File: src/rtl/pd_pkg.sv
// Shared types, defaults and helpers for the parametrised pattern detector.
package pd_pkg;

   localparam int MAX_W = 64;
   localparam logic [7:0] DEF_PAT_C = 8'b0000_1011;
   localparam int DEF_LEN_C = 4;

   function automatic int len_w(int pat_w);
      return $clog2(pat_w + 1);
   endfunction

   function automatic int clamp_len(int len, int pat_w);
      if (len < 1) return 1;
      if (len > pat_w) return pat_w;
      return len;
   endfunction

   function automatic logic [MAX_W-1:0] len_mask(int len);
      logic [MAX_W-1:0] m;
      m = '0;
      for (int i = 0; i < MAX_W; i++)
         m[i] = (i < len);
      return m;
   endfunction

endpackage

File: src/rtl/pd_sat_counter.sv
// Saturating counter; a clear coincident with an increment yields one.
module pd_sat_counter
   import pd_pkg::*;
#(
   parameter int W = 16
) (
   input  logic         clk,
   input  logic         rst,
   input  logic         clr,
   input  logic         inc,
   output logic [W-1:0] cnt
);

   logic [W-1:0] cnt_q, cnt_d;

   always_comb begin
      cnt_d = cnt_q;
      if (clr)
         cnt_d = inc ? W'(1) : '0;
      else if (inc && (cnt_q != '1))
         cnt_d = cnt_q + W'(1);
   end

   always_ff @(posedge clk or negedge rst) begin
      if (!rst) cnt_q <= '0;
      else      cnt_q <= cnt_d;
   end

   assign cnt = cnt_q;

endmodule

File: src/rtl/pattern_detector_param.sv
// Serial pattern detector with programmable pattern, length and overlap mode.
module pattern_detector_param
   import pd_pkg::*;
#(
   parameter int PAT_W = 8,
   parameter int CNT_W = 16,
   parameter logic [PAT_W-1:0] DEF_PAT = PAT_W'(DEF_PAT_C),
   parameter int DEF_LEN = DEF_LEN_C,
   localparam int LEN_W = len_w(PAT_W)
) (
   input  logic             clk,
   input  logic             rst,
   input  logic             valid,
   input  logic             in,
   input  logic             cfg_load,
   input  logic [PAT_W-1:0] cfg_pat,
   input  logic [LEN_W-1:0] cfg_len,
   input  logic             cfg_ovl,
   input  logic             cnt_clr,
   output logic             out,
   output logic [CNT_W-1:0] match_cnt,
   output logic [LEN_W-1:0] cur_len
);

   logic [PAT_W-2:0] hist_q;
   logic [LEN_W-1:0] fill_q, len_q;
   logic [PAT_W-1:0] pat_q;
   logic             ovl_q, out_q;

   logic [PAT_W-1:0] cand, mask;
   logic [MAX_W-1:0] mask_full;
   logic             unused_mask;
   logic             filled, hit;

   assign cand      = {hist_q, in};
   assign mask_full = len_mask(int'(len_q));
   assign mask      = mask_full[PAT_W-1:0];
   assign unused_mask = ^mask_full[MAX_W-1:PAT_W];

   assign filled = ((LEN_W+1)'(fill_q) + (LEN_W+1)'(1)) >= (LEN_W+1)'(len_q);
   assign hit = valid & ~cfg_load & filled & (((cand ^ pat_q) & mask) == '0);

   always_ff @(posedge clk or negedge rst) begin
      if (!rst) begin
         hist_q <= '0;
         fill_q <= '0;
         pat_q  <= DEF_PAT;
         len_q  <= LEN_W'(DEF_LEN);
         ovl_q  <= 1'b1;
         out_q  <= 1'b0;
      end else if (cfg_load) begin
         pat_q  <= cfg_pat;
         len_q  <= LEN_W'(clamp_len(int'(cfg_len), PAT_W));
         ovl_q  <= cfg_ovl;
         hist_q <= '0;
         fill_q <= '0;
         out_q  <= 1'b0;
      end else if (valid) begin
         hist_q <= cand[PAT_W-2:0];
         out_q  <= hit;
         // Non-overlap mode restarts the fill so the next match needs fresh bits
         if (hit && !ovl_q)
            fill_q <= '0;
         else if (fill_q != LEN_W'(PAT_W))
            fill_q <= fill_q + LEN_W'(1);
      end else begin
         out_q <= 1'b0;
      end
   end

   pd_sat_counter #(.W(CNT_W)) u_cnt (
      .clk (clk),
      .rst (rst),
      .clr (cnt_clr),
      .inc (hit),
      .cnt (match_cnt)
   );

   assign out     = out_q;
   assign cur_len = len_q;

endmodule

File: config.mk
export PLATFORM = sky130hd
export DESIGN_NAME = pattern_detector_param
export DESIGN_NICKNAME = d
export VERILOG_FILES = /design/src/rtl/pd_pkg.sv /design/src/rtl/pd_sat_counter.sv /design/src/rtl/pattern_detector_param.sv
export SDC_FILE = /design/constraint.sdc
export NUM_CORES = 1
export LEC_CHECK = 0
export ABC_AREA = 1
export CAP_MARGIN = 10
export CORE_MARGIN = 2
export CORE_UTILIZATION = 48
export DETAILED_ROUTE_END_ITERATION = 12
export GPL_TIMING_DRIVEN = 0
export HOLD_SLACK_MARGIN = 0.06
export PLACE_DENSITY = 0.84
export RECOVER_POWER = 100
export SLEW_MARGIN = 20
export SYNTH_ARGS = -nofsm -noshare
export SYNTH_HDL_FRONTEND = slang
export SYNTH_HIERARCHICAL = 1
export SYNTH_SLANG_ARGS = --single-unit
File: constraint.sdc
create_clock -name clk -period 2.7 [get_ports clk]
set_clock_uncertainty 0.1 [all_clocks]
set_input_delay 0.54 -clock clk [delete_from_list [all_inputs] [get_ports clk]]
set_output_delay 0.54 -clock clk [all_outputs]
set_load 0.005 [all_outputs]
# Word-level counts from Yosys, hierarchy flattened

Index checks and enable logic that the tools add are counted.

Flip-flop bits (word level): 41
Input port bits: 19
Output and inout bits: 21
Word-level logic and storage cells: 57

Add/sub/neg operators: 3
Magnitude comparators: 11
Eq/ne operators: 2
Muxes and demuxes: 20
Bitwise operators: 6
Reductions and logical operators: 8

Operators with widths:

| cell                                                       | count |
|---|---|
| 2-to-1 mux 16 bit                                          | 2 |
| 2-to-1 mux 4 bit                                           | 7 |
| adder 16 x 1 -> 16 bit, second input constant              | 1 |
| less-than comparator 3 x 4 -> 1 bit, first input constant  | 4 |
| != test 16 bit, second input constant                      | 1 |
| 2-to-1 mux 7 bit                                           | 2 |
| 2-to-1 mux 1 bit                                           | 9 |
| bitwise AND 8 bit                                          | 1 |
| logical NOT 8 bit                                          | 1 |
| less-than comparator 1 x 4 -> 1 bit, first input constant  | 2 |
| less-than comparator 2 x 4 -> 1 bit, first input constant  | 2 |
| XOR 8 bit                                                  | 1 |
| adder 4 x 1 -> 5 bit, second input constant                | 1 |
| greater-or-equal comparator 5 x 4 -> 1 bit                 | 1 |
| adder 4 x 1 -> 4 bit, second input constant                | 1 |
| > comparator 4 bit, second input constant                  | 1 |
| less-than comparator 4 x 1 -> 1 bit, second input constant | 1 |
| != test 4 bit, second input constant                       | 1 |
| nonzero test 2 bit                                         | 2 |
| bitwise AND 1 bit                                          | 3 |
| nonzero test 3 bit                                         | 1 |
| logical AND 1 bit                                          | 2 |
| AND reduction 2 bit                                        | 1 |
| logical NOT 1 bit                                          | 1 |
| NOT 1 bit                                                  | 1 |

# Depth between registers and ports, before layout

Gate-level depths: netlist (run 1).

Depth after elaboration: 8
Gate-level depth with buffers: 15
Depth with buffers taken out: 15

# By module

Netlist (run 1), hierarchy kept.

By module, submodules not included:

| module                 | times used | cells each | area an instance (µm²) | seq. area each (µm²) |
|---|---|---|---|---|
| pattern_detector_param | 1          | 172        | 1427.6                 | 631.9 |
| pd_sat_counter         | 1          | 149        | 1021.0                 | 400.4 |

# Worst setup path after synthesis (run 1)

No wires, ideal clock.

Path kind: flip-flop to flip-flop
Start point: reg fill_q[0]
End point: reg u_cnt.cnt_q[0], in the netlist u_cnt/cnt[0]
Setup time: 0.119 ns
Data arrival time: 2.543 ns
Data required time: 2.481 ns
Path slack: -0.062 ns
Stages on the path, launching flop included: 14
Path buffers: 1
Clock period less this slack: 2.762 ns
Cells stage by stage: dfrtp_1 > ha_1 > xor2_1 > ha_1 > nand3_1 > a21oi_1 > nor2_2 > nor4_1 > clkinv_1 > o21ai_2 > inv_2 > buf_6 > nand2_1 > nand2_1

Cells in the longest elaborated chain, start to end: 6
Elaborated cells between the ends (all ways): 8
Those cells by class: add/sub (1); order compare (1); mux (2); bitwise (2); reduce/logical (2)

RTL lines:

| item                                                           | line                                       | source |
|---|---|---|
| from (decl)                                                    | pattern_detector_param.sv:26               | `logic [LEN_W-1:0] fill_q, len_q;` |
| from (signal assigned)                                         | pattern_detector_param.sv:65               | `fill_q <= fill_q + LEN_W'(1);` |
| adder 4 x 1 -> 5 bit (*)                                       | pattern_detector_param.sv:40               | `assign filled = ((LEN_W+1)'(fill_q) + (LEN_W+1)'(1)) >= (LEN_W+1)'(len_q);` |
| greater-or-equal comparator 5 x 4 -> 1 bit (*)                 | pattern_detector_param.sv:40               |  |
| bitwise AND 1 bit (*) (2 in a row)                             | pattern_detector_param.sv:41               | `assign hit = valid & ~cfg_load & filled & (((cand ^ pat_q) & mask) == '0);` |
| net hit                                                        | pattern_detector_param.sv:33               | `logic filled, hit;` |
| 2-to-1 mux 1 bit / logical AND 1 bit (equally long branches)   | pd_sat_counter.sv:19, pd_sat_counter.sv:20 |  |
| 2-to-1 mux 16 bit / nonzero test 2 bit (equally long branches) | --                                         |  |
| to (signal assigned)                                           | pd_sat_counter.sv:26                       | `else cnt_q <= cnt_d;` |
| to (decl)                                                      | pd_sat_counter.sv:14                       | `logic [W-1:0] cnt_q, cnt_d;` |

The timed path passes the listed nets; every way through them passes the cells marked *.
A chain may end at the register's enable or synchronous reset.

# Final worst setup path (run 1)

Start point: reg fill_q[0]
End point: reg u_cnt.cnt_q[8], in the netlist u_cnt/cnt[8]

Cells in the longest elaborated chain, start to end: 6

RTL lines:

| item                                       | line                         | source |
|---|---|---|
| adder 4 x 1 -> 5 bit                       | pattern_detector_param.sv:40 |  |
| greater-or-equal comparator 5 x 4 -> 1 bit | pattern_detector_param.sv:40 |  |
| bitwise AND 1 bit (2 in a row)             | pattern_detector_param.sv:41 |  |
| net hit                                    | pattern_detector_param.sv:33 |  |
| logical AND 1 bit                          | pd_sat_counter.sv:20         | `else if (inc && (cnt_q != '1))` |
| nonzero test 2 bit (no source line)        | --                           |  |

The timed path passes the listed nets, and every way through them passes these cells.

==> results.yml, run 1 <==
status:
  status: "finished with violations"
  violations: "setup timing"
clock_network:
  clkSinkCount: 41
  clock-root-buffer: "clkbuf_8"
  clkTransAtPathRegs_ns: 0.08
  cts_buffer_depth: 2
  cts_tree: "yes"
  htree_levels: 2
  insertion_delay_ns: 0.30
  cts_buffers: 5
yosys:
  syn-num-nets: 347
  syn_inst: 321
  yosys_register_bits: 41
  yosysWarnings: 6
  seq_area_frac_synth: 0.422
  synth_area_um2: 2450
  syn_avg_cell_area_um2: 7.63
  ys_types: 34
critical_path:
  cp_max_fo: 10
  crit_path_end_kind: "register"
  cp.arrival_ns: 2.85
  r2r_cells: 14
  critPathLaunchType: "register"
  critPathRequiredTime_ns: 2.79
  critical_path_class: "register to register"
detailed_routing:
  ant_nets: 0
  routedWlPerCell_um: 13.1
  dr_total_vias: 2283
  vias_per_cell: 5.15
  drtIter0Drc: 98
  drcViolationCount: 0
  drt_wl_total_mm: 5.79
  first_pass_iters: 4
timing:
  slew_headroom: 0.486
  layout_setup_ws_ns: -0.0567
  min_period_ns: 2.76
  finalMaxSlewViolations: 0
  finalCritPeriodShare: 1.02
  setup_viol: 11
  worst_pin_slew_ns: 0.771
  hold_viol_final: 0
  max_clock_freq_ghz: 0.363
  rsz0062_at_grt: "yes"
layout:
  drive_gt1_frac: 0.176
  n_fill_cell: 414
  register_area_um2: 1030
  diodes: 0
  layout.nets: 401
  final_cells: 443
  final_common_cell: "nand2_1"
  layout_common_cells: "nand2_1 (99), inv_1 (35), dfrtp_1 (35), nand3_1 (22), clkdlybuf4s50_1 (21)"
  area_growth_pct: 29.7
  final_area_um2: 3180
  multi_input_area_um2: 1270
power_and_ir_drop:
  irDropWorstVdd_v: 0.000345
  power.leakage_nw: 1.49
  powerDensity_nw_per_um2: 466
global_routing:
  grt_pass1_vias: 2122
  grt_usage: 0.215
  grt_overflow: 0
  grt_pass1_wl_mm: 9.40
  antenna_found_initial: 0
  grt_max_degree: 33
flow_run:
  cap_violations: 0
floorplan:
  design.core.area_um2: 4820
  initial_core_util: 0.508
  die_area_um2: 5690
  rows: 25
  die-height_um: 75.4
  fp.dieW_um: 75.4
  io_pins: 40
placed_design:
  placed_cells: 428
  dp_hpwl_mm: 4.13
  placed_cell_area_um2: 2940
  port_buffers: 39
  routabilityCongestion: 0.873
worst_hold_path:
  hold_path.class: "register to register"
  hold_path_depth: 2
==> stage by stage <==
stage / hold WS (ns) / setup WS, ns / power (W) / utilization / TNS, ns
2_1_floorplan: 0.144 / 0.0777 / 0.000795 / - / 0
3_3_place_gp: 0.378 / -0.267 / 0.000871 / 0.608 / -4.49
3_5_place_dp: 0.323 / -0.276 / 0.000882 / 0.611 / -3.29
4_1_cts: 0.400 / 0.0232 / 0.00148 / 0.645 / 0
5_1_grt: 0.423 / -0.219 / 0.00155 / 0.659 / -2.77
6_report: 0.392 / -0.0567 / 0.00148 / 0.659 / -0.514
==> timing repair <==
action	4_1_cts	5_1_grt
setup buffers	0	6
setup endpoints to repair	15	14
gates resized for setup	4	13
hold buffers	1	0
pin swaps	1	9
hold endpoints to repair	9	0
gates cloned	0	0
==> logic make-up after synthesis <==
logic type,Yosys count,share of synthesized area
AOI/OAI and AO/OA,35,0.0818
xor gates and xnor gates,8,0.0286
adders and majority gates,7,0.0358
buffers and inverters,50,0.0848
DFF,41,0.422
and+or+nand+nor,180,0.347
==> path summary, 6_finish.rpt <==
path                            from           end  slack, ns
max                        fill_q[0]  u_cnt/cnt[8]      -0.06
min                         pat_q[4]      pat_q[4]       0.39
max reg2reg                fill_q[0]  u_cnt/cnt[8]      -0.06
min reg2reg                 pat_q[4]      pat_q[4]       0.39
max in group asynchronous        rst     fill_q[2]       0.70
min in group asynchronous        rst  u_cnt/cnt[2]       0.61
==> per-layer routing <==
layer / GRT usage / vias up / routed length (um)
met5: 0 / - / 0
met4: 0.0565 / 0 / 93
met3: 0.0410 / 10 / 314
met2: 0.397 / 79 / 3050
li1: - / 1123 / -
met1: 0.256 / 1071 / 2330
==> synthesized netlist by cell type, drive strengths merged <==
library cell | instances | area share
o21ai | 14 | 0.030
buf | 5 | 0.012
inv | 43 | 0.069
nand3b | 1 | 0.0031
xor2 | 5 | 0.018
nand4 | 7 | 0.018
a21boi | 1 | 0.0031
o21bai | 3 | 0.0092
o22ai | 9 | 0.023
nand3 | 27 | 0.067
dfrtp | 36 | 0.37
nor3 | 2 | 0.0061
ha | 7 | 0.036
xnor2 | 3 | 0.011
nor4 | 2 | 0.0051
dfstp | 5 | 0.054
nand2 | 108 | 0.18
nor2 | 33 | 0.070
a21oi | 8 | 0.016
clkinv | 2 | 0.0036
==> cell type report <==
class | instances | area share
clock buffers | 5 | 0.0217
well taps | 67 | 0.0264
plain buffers | 5 | 0.0106
multi-input cells | 230 | 0.401
flip-flops and latches | 41 | 0.325
clock inverters | 3 | 0.0205
repair buffers | 47 | 0.140
inverters | 45 | 0.0544
==> state kept, by name, indices dropped and copies added (netlist names) <==
register	flops
cur_len	4
fill_q	4
hist_q	7
out	1
ovl_q	1
pat_q	8
u_cnt/cnt	16
==> worst max-delay path: stages (launching register included) <==
cell,delay [ns]
dfrtp_1,0.42
inv_1,0.09
ha_1,0.32
ha_1,0.31
nand3_2,0.10
a21oi_4,0.15
nor2_4,0.06
nor4_4,0.37
clkinv_2,0.15
buf_4,0.16
o21ai_4,0.14
inv_2,0.05
buf_6,0.13
nand2_1,0.06
nand2_1,0.05
==> power breakdown <==
group          total (W)  switching (W)  leakage [nW]  internal, W
clock           0.000591       0.000224        0.0681     0.000367
sequential      0.000661      0.0000203         0.537     0.000641
combinational   0.000228       0.000134         0.880    0.0000943
total            0.00148       0.000378          1.49      0.00110
(Power assumes the default switching activity.)
==> inputs of run 2 (changes only) <==
- CAP_MARGIN: 10 -> not set
- CTS_CLUSTER_SIZE: not set -> 40
==> results of run 2 <==
Same layout as run 1: the final DEF is identical, and so are final timing and power.
